$ cat src/rtl/csi_if_seq.sv
// csi_if_seq
// Boot and recovery sequencer for the stereo CSI input block (csi_if).
// It enables both capture channels over the csi_if internal bus, then watches
// sof_in/vin for frame lock. A bad frame or a missing SOF disables and
// re-enables capture, up to MAX_RETRY times, after which it parks in ERROR.
//
// Ports:
//   clk, rst        system clock, synchronous active-high reset
//   start           1-cycle pulse, honoured only in IDLE and ERROR
//   ibus_cs/wr      bus chip select / write strobe to csi_if
//   ibus_addr       bus address (holds last value)
//   ibus_wrdata     bus write data (holds last value)
//   ibus_rddata     bus read data (readback build only)
//   sof_in, vin     csi_if sof_out / vout
//   busy            high in every state except IDLE, LOCKED, ERROR
//   locked, err     high only in LOCKED / ERROR
//   retry_cnt       recoveries performed since start
//   frame_cnt       good frames seen while LOCKED (wraps)
//
// Optional feature macro: CSI_IF_SEQ_READBACK_EN
//   defined   - after the enable gap the control register is read back
//               (cs held 5 cycles, sampled on the 5th, then WR_GAP idle);
//               a mismatch triggers recovery
//   undefined - no read, GAP goes straight to ACQ
//
// state   | meaning
// --------+-------------------------------------------------------------
// IDLE    | after reset, waiting for start
// EN_WR   | bus write of CTRL_VAL to CTRL_ADDR
// GAP     | WR_GAP idle cycles after the enable write
// RD      | readback access, cs held 5 cycles (readback build only)
// RD_GAP  | WR_GAP idle cycles after the readback (readback build only)
// ACQ     | waiting for the first SOF, which arms the pixel counter
// CHECK   | comparing each frame's pixel count, counting good frames
// LOCKED  | locked; still checking every frame
// RECOVER | retry limit check; bus write of 0 when retrying
// RGAP    | WR_GAP idle cycles after the disable write
// ERROR   | retries exhausted, waiting for start
module csi_if_seq #(
    parameter logic [7:0]  CTRL_ADDR   = 8'h00,
    parameter logic [31:0] CTRL_VAL    = 32'h0000_0003,
    parameter logic [31:0] EXP_PIX     = 32'd307200,
    parameter int          LOCK_FRAMES = 4,
    parameter logic [31:0] TO_CYCLES   = 32'd4000000,
    parameter int          MAX_RETRY   = 3,
    parameter int          WR_GAP      = 5
) (
    input  logic        clk,
    input  logic        rst,
    input  logic        start,
    output logic        ibus_cs,
    output logic        ibus_wr,
    output logic [7:0]  ibus_addr,
    output logic [31:0] ibus_wrdata,
    input  logic [31:0] ibus_rddata,
    input  logic        sof_in,
    input  logic        vin,
    output logic        busy,
    output logic        locked,
    output logic        err,
    output logic [3:0]  retry_cnt,
    output logic [15:0] frame_cnt
);

    typedef enum logic [3:0] {
        S_IDLE, S_EN_WR, S_GAP, S_RD, S_RD_GAP, S_ACQ,
        S_CHECK, S_LOCKED, S_RECOVER, S_RGAP, S_ERROR
    } state_t;

    localparam logic [15:0] GAP_LD  = 16'(WR_GAP - 1);
    localparam logic [15:0] RD_LD   = 16'd4;
    localparam logic [31:0] TO_LD   = TO_CYCLES - 32'd1;
    localparam logic [15:0] LOCK_W  = 16'(LOCK_FRAMES);
    localparam logic [3:0]  RETRY_W = 4'(MAX_RETRY);

    state_t      r_state;
    state_t      w_next;
    logic [15:0] r_wait;
    logic [31:0] r_to;
    logic [31:0] r_pix;
    logic [15:0] r_good;
    logic [3:0]  r_retry;
    logic [15:0] r_frame;
    logic [7:0]  r_addr;
    logic [31:0] r_wrdata;

    logic w_mon, w_sof, w_tout, w_pix_ok, w_wait_done;
    logic w_retry_max, w_lock_hit, w_start_ok;

`ifdef CSI_IF_SEQ_READBACK_EN
    logic r_rd_ok;
`else
    logic w_unused_rddata;
    assign w_unused_rddata = ^ibus_rddata;
`endif

    assign w_mon       = (r_state == S_ACQ) || (r_state == S_CHECK) || (r_state == S_LOCKED);
    assign w_sof       = w_mon && sof_in;
    // SOF in the terminal cycle wins over the timeout
    assign w_tout      = w_mon && !sof_in && (r_to == '0);
    assign w_pix_ok    = (r_pix == EXP_PIX);
    assign w_wait_done = (r_wait == '0);
    assign w_retry_max = (r_retry == RETRY_W);
    assign w_lock_hit  = (16'(r_good + 16'd1) == LOCK_W);
    assign w_start_ok  = start && ((r_state == S_IDLE) || (r_state == S_ERROR));

    always_ff @(posedge clk) begin
        if (rst) r_state <= S_IDLE;
        else     r_state <= w_next;
    end

    always_comb begin
        w_next = r_state;
        case (r_state)
            S_IDLE, S_ERROR: if (start) w_next = S_EN_WR;
            S_EN_WR:         w_next = S_GAP;
`ifdef CSI_IF_SEQ_READBACK_EN
            S_GAP:           if (w_wait_done) w_next = S_RD;
            S_RD:            if (w_wait_done) w_next = S_RD_GAP;
            S_RD_GAP:        if (w_wait_done) w_next = r_rd_ok ? S_ACQ : S_RECOVER;
`else
            S_GAP:           if (w_wait_done) w_next = S_ACQ;
`endif
            S_ACQ: begin
                if (w_sof)       w_next = S_CHECK;
                else if (w_tout) w_next = S_RECOVER;
            end
            S_CHECK: begin
                if (w_sof)       w_next = !w_pix_ok ? S_RECOVER : (w_lock_hit ? S_LOCKED : S_CHECK);
                else if (w_tout) w_next = S_RECOVER;
            end
            S_LOCKED: begin
                if (w_sof && !w_pix_ok) w_next = S_RECOVER;
                else if (w_tout)        w_next = S_RECOVER;
            end
            S_RECOVER:       w_next = w_retry_max ? S_ERROR : S_RGAP;
            S_RGAP:          if (w_wait_done) w_next = S_EN_WR;
            default:         w_next = S_IDLE;
        endcase
    end

    always_comb begin
        ibus_cs = 1'b0;
        ibus_wr = 1'b0;
        if ((r_state == S_EN_WR) || ((r_state == S_RECOVER) && !w_retry_max)) begin
            ibus_cs = 1'b1;
            ibus_wr = 1'b1;
        end
        if (r_state == S_RD) ibus_cs = 1'b1;
        busy   = !((r_state == S_IDLE) || (r_state == S_LOCKED) || (r_state == S_ERROR));
        locked = (r_state == S_LOCKED);
        err    = (r_state == S_ERROR);
    end

    assign ibus_addr   = r_addr;
    assign ibus_wrdata = r_wrdata;
    assign retry_cnt   = r_retry;
    assign frame_cnt   = r_frame;

    always_ff @(posedge clk) begin
        if (rst) begin
            r_wait   <= '0;
            r_to     <= '0;
            r_pix    <= '0;
            r_good   <= '0;
            r_retry  <= '0;
            r_frame  <= '0;
            r_addr   <= '0;
            r_wrdata <= '0;
        end else begin
            // wait timer is loaded on every state change, only the wait states look at it
            if (w_next != r_state)   r_wait <= (w_next == S_RD) ? RD_LD : GAP_LD;
            else if (!w_wait_done)   r_wait <= r_wait - 16'd1;

            if (!w_mon || sof_in)    r_to <= TO_LD;
            else if (r_to != '0)     r_to <= r_to - 32'd1;

            // the SOF cycle is the first pixel of the new frame
            if (!w_mon)                       r_pix <= '0;
            else if (sof_in)                  r_pix <= 32'd1;
            else if (vin && (r_pix != '1))    r_pix <= r_pix + 32'd1;

            if (w_start_ok) begin
                r_retry <= '0;
                r_good  <= '0;
                r_frame <= '0;
            end else begin
                if ((r_state == S_RECOVER) && !w_retry_max) r_retry <= r_retry + 4'd1;
                if (w_next == S_RECOVER)                            r_good <= '0;
                else if ((r_state == S_CHECK) && w_sof && w_pix_ok) r_good <= r_good + 16'd1;
                if ((r_state == S_LOCKED) && w_sof && w_pix_ok)     r_frame <= r_frame + 16'd1;
            end

            // address/data are set up one edge ahead so they are valid with cs
            if (w_next == S_EN_WR) begin
                r_addr   <= CTRL_ADDR;
                r_wrdata <= CTRL_VAL;
            end else if ((w_next == S_RECOVER) && !w_retry_max) begin
                r_addr   <= CTRL_ADDR;
                r_wrdata <= '0;
            end
`ifdef CSI_IF_SEQ_READBACK_EN
            else if (w_next == S_RD) begin
                r_addr <= CTRL_ADDR;
            end
`endif
        end
    end

`ifdef CSI_IF_SEQ_READBACK_EN
    always_ff @(posedge clk) begin
        if (rst)                                r_rd_ok <= 1'b0;
        else if ((r_state == S_RD) && w_wait_done) r_rd_ok <= (ibus_rddata == CTRL_VAL);
    end
`endif

endmodule

$ cat config.mk
export PLATFORM = sky130hd
export DESIGN_NAME = csi_if_seq
export DESIGN_NICKNAME = d
export VERILOG_FILES = /design/src/rtl/csi_if_seq.sv
export SDC_FILE = /design/constraint.sdc
export NUM_CORES = 1
export LEC_CHECK = 0
export ABC_AREA = 1
export CAP_MARGIN = 20
export CORE_AREA = 2 2 107 150
export CTS_CLUSTER_DIAMETER = 200
export CTS_CLUSTER_SIZE = 28
export DETAILED_ROUTE_END_ITERATION = 10
export DIE_AREA = 0 0 109 152
export PLACE_DENSITY = 0.75
export SLEW_MARGIN = 20
export SYNTH_ARGS = -nofsm -noshare
export SYNTH_HDL_FRONTEND = slang
export SYNTH_SLANG_ARGS = --single-unit
$ cat constraint.sdc
create_clock -name clk -period 5.55 [get_ports clk]
set_input_delay 1.11 -clock clk [delete_from_list [all_inputs] [get_ports clk]]
set_output_delay 1.11 -clock clk [all_outputs]
set_load 0.02 [all_outputs]
==> impl_metrics.csv <==
group,metric,value,unit
finish,num_antenna_cells,0,
logic_synthesis,synthMuxAreaShare,0,%
place,io_buffers,31,
global_routing,grt_antenna_before_repair,0,
worst_setup_path,crit_path_frequent_cell,"nor2_1",
logic_synthesis,synth_xor_area_share,5.398,%
worst_setup_path,criticalPathCategory,"reg2out",
worst_setup_path,worstSetupEndpointType,"output port",
cts,cts_made_buffers,17,
worst_setup_path,crit_path_top_delay_cell,"clkdlybuf4s50_1",
logic_synthesis,synth_top_family_by_area,"simple AND/OR/NAND/NOR gates",
finish,fin_nets,1204,
worst_setup_path,crit_family,"buffers and inverters",
sta,slew_violations,0,
worst_setup_path,crit_path_max_fanout,8,
finish,layout_common_cells,"nand2_1 (237), nor2_1 (174), inv_1 (132), dfxtp_1 (121), nand3_1 (75)",
global_routing,grt-ovfl-total,0,
sta,finalCriticalPeriod,3.591,ns
sta,period_share,64.71,%
cts,clkTransAtPathRegs,0.06,ns
finish,final_common_cell,"nand2_1",
flow_run,cap_violations,0,
cts,clk_latency,0.42,ns
place,gp_congestion,0.9315,
logic_synthesis,synth_area,0.007463,mm2
cts,post-cts-setup-buffer-count,0,
logic_synthesis,synth_top_flop_cell,"dfxtp_1",
worst_setup_path,start_kind,"flop",
sta,relSlewSlack,33.63,%
route,avgViaCountPerCell,5.145,
logic_synthesis,synth_cell_type_count,43,
finish,multiInputGateArea,0.004288,mm2
sta,worst_pin_slew,0.9895,ns
floorplanning,die_h,152,um
floorplanning,die_area,0.01657,mm2
logic_synthesis,ys_ff_latch,121,
global_routing,grt_first_pass_wirelength,29.28,mm
logic_synthesis,synthSimpleGateAreaFrac,39.40,%
power_and_ir_drop,power-per-cell-area,349.8,mW/mm2
logic_synthesis,synth-edff-count,0,
floorplanning,dieWidth,109,um
logic_synthesis,yosysTopAreaCell,"dfxtp_1",
cts,cts_root_buf,"clkbuf_16",
sta,tns,0,ns
power_and_ir_drop,peakVddDrop,0.4613,mV
sta,setup_violations,0,
worst_setup_path,cp.buffers_inverters,2,
cts,clk_path_buf_depth,2,
route,wl_per_cell,12.73,um
worst_setup_path,cp.required,4.44,ns
place,dp_hpwl,12.82,mm
logic_synthesis,synthTopCellsByArea,"dfxtp_1 (32%), nand2_1 (12%), nor2_1 (8.8%), inv_1 (6.7%), nand3_1 (5.0%)",
floorplanning,initial_core_util,48.66,%
min_path,hold_path_class,"reg2reg",
global_routing,grt_usage,21.41,%
route,dr.pass1.iters,7,
logic_synthesis,synthArstFlopShare,0,%
logic_synthesis,synthAdderAreaFrac,1.509,%
worst_setup_path,slowest_delay,0.67,ns
sta,hold_ws,0.4684,ns
logic_synthesis,synthCells,1126,
worst_setup_path,startpoint,"r_state[1]",
floorplanning,rows,54,
sta,skew,0.008421,ns
cts,cts_hold_buf,0,
finish,fillers,1519,
floorplanning,pin_count,102,
route,drtIter0Drc,307,
cts,cts_resized,0,
finish,area_delta_synth_final,12.20,%
route,wirelength,17.39,mm
outcome,status,"complete, no violations",
worst_setup_path,worstPathCellList,"nor2_1, nand3_1, nor2_1, inv_1, o21ai_0, clkdlybuf4s50_1",
logic_synthesis,ys_seq_area_share,32.46,%
finish,drive_above_1_share,8.034,%
route,ant_nets,0,
cts,cts_tree,"done",
global_routing,grt_pass1_vias,6702,
logic_synthesis,synth_top_cell_area_share,32.46,%
logic_synthesis,ys.warnings.count,0,
power_and_ir_drop,p_leak,0.003334,uW
route,remaining_drc_errors,0,
worst_setup_path,cp.arrival,2.48,ns
sta,hold_viol_final,0,
cts,h-tree-depth,4,
logic_synthesis,syn_avg_cell_area,6.628,um2
global_routing,grt_max_degree,33,
finish,seqCellArea,0.002422,mm2
cts,clock_sinks,121,
route,num_vias,7028,
worst_setup_path,timing.rr.start,"r_state[1]",
min_path,min_from,"r_to[25]",
sta,rsz0062_at_grt,"no",
logic_synthesis,synth_compound_area_share,9.237,%
sta,max_freq,278.5,MHz
floorplanning,core_area,0.01534,mm2
==> cells in the mapped netlist, types with 2 or more instances <==
library cell / count
nand2_1: 237
nor2_1: 174
inv_1: 133
dfxtp_1: 121
nand3_1: 75
a21oi_1: 72
buf_4: 40
xor2_1: 38
o21ai_0: 33
nor3_1: 31
nand4_1: 26
nor2_4: 18
nor4_1: 14
nand2_2: 12
clkbuf_1: 11
or2_2: 11
ha_1: 9
nor2_2: 8
xnor2_1: 8
nand3b_1: 7
a31oi_1: 6
o21a_1: 5
buf_2: 4
and3_1: 3
inv_2: 3
nor3b_1: 3
a22oi_1: 2
nand2_4: 2
nand3_2: 2
nor3_2: 2
o211ai_1: 2
o21bai_1: 2
or3_1: 2
==> metrics by stage <==
step / setup WS (ns) / cell area [um2] / util, % / total power (uW) / instances
floorplan: 3.015 / 7602 / - / 1730 / 1163
global placement: 1.719 / 7784 / 50.75 / 1823 / 1335
detailed placement: 1.724 / 7784 / 50.75 / 1839 / 1335
CTS: 1.974 / 8374 / 54.60 / 2942 / 1366
global route: 1.775 / 8374 / 54.60 / 3091 / 1366
finish: 1.959 / 8374 / 54.60 / 2929 / 1366
==> area by class of cell <==
class / instances / area share (%)
Sequential cell: 121 / 28.93
Timing Repair Buffer: 32 / 3.795
Clock inverter: 10 / 1.434
Tap cell: 196 / 2.928
Inverter: 136 / 6.096
Multi-Input combinational cell: 850 / 51.20
Clock buffer: 21 / 5.618
==> worst paths after layout <==
| path | to | slack, ns | cells past startpoint |
|---|---|---|---|
| worst max-delay path | ibus_cs | 1.96 | 6 |
| worst min-delay path | r_to[25] | 0.47 | 1 |
| worst max register to register | r_pix[24] | 2.67 | 9 |
| worst min register to register | r_to[25] | 0.47 | 1 |
==> worst reg2reg max path, delay by kind of cell (launching register included) <==
kind | cells | cell delay, ns
AOI/OAI and AO/OA | 2 | 0.56
and+or+nand+nor | 4 | 0.68
DFF | 1 | 0.49
buffers and inverters | 3 | 1.09
==> sequential cells by signal, summed over array words and instances (netlist names) <==
name	cells
r_wait	16
r_pix	32
retry_cnt	4
r_state	4
r_to	32
ibus_wrdata	1
r_good	16
frame_cnt	16
==> metal layers <==
metal	up-vias	part of all wire (%)	GRT usage, %
met5	-	0	0
met4	0	2.9	8.669
met3	46	4.0	3.647
met2	169	52	39.51
met1	3201	41	23.54
li1	3612	-	-
==> cell families (layout without fill, tap and decap cells) <==
family | after synthesis | in the layout
simple gates | 631 | 631
fa+ha+maj | 9 | 9
other cells | 1 | 38
compound gates | 126 | 126
buf+inv | 192 | 199
xor+xnor | 46 | 46
flops | 121 | 121
==> report_power, final <==
group / switching, uW / total [uW] / internal (uW)
clock: 409 / 1100 / 694
combinational: 548 / 836 / 288
sequential: 57.4 / 990 / 933
Note: power is estimated with default switching activity, not from simulation.
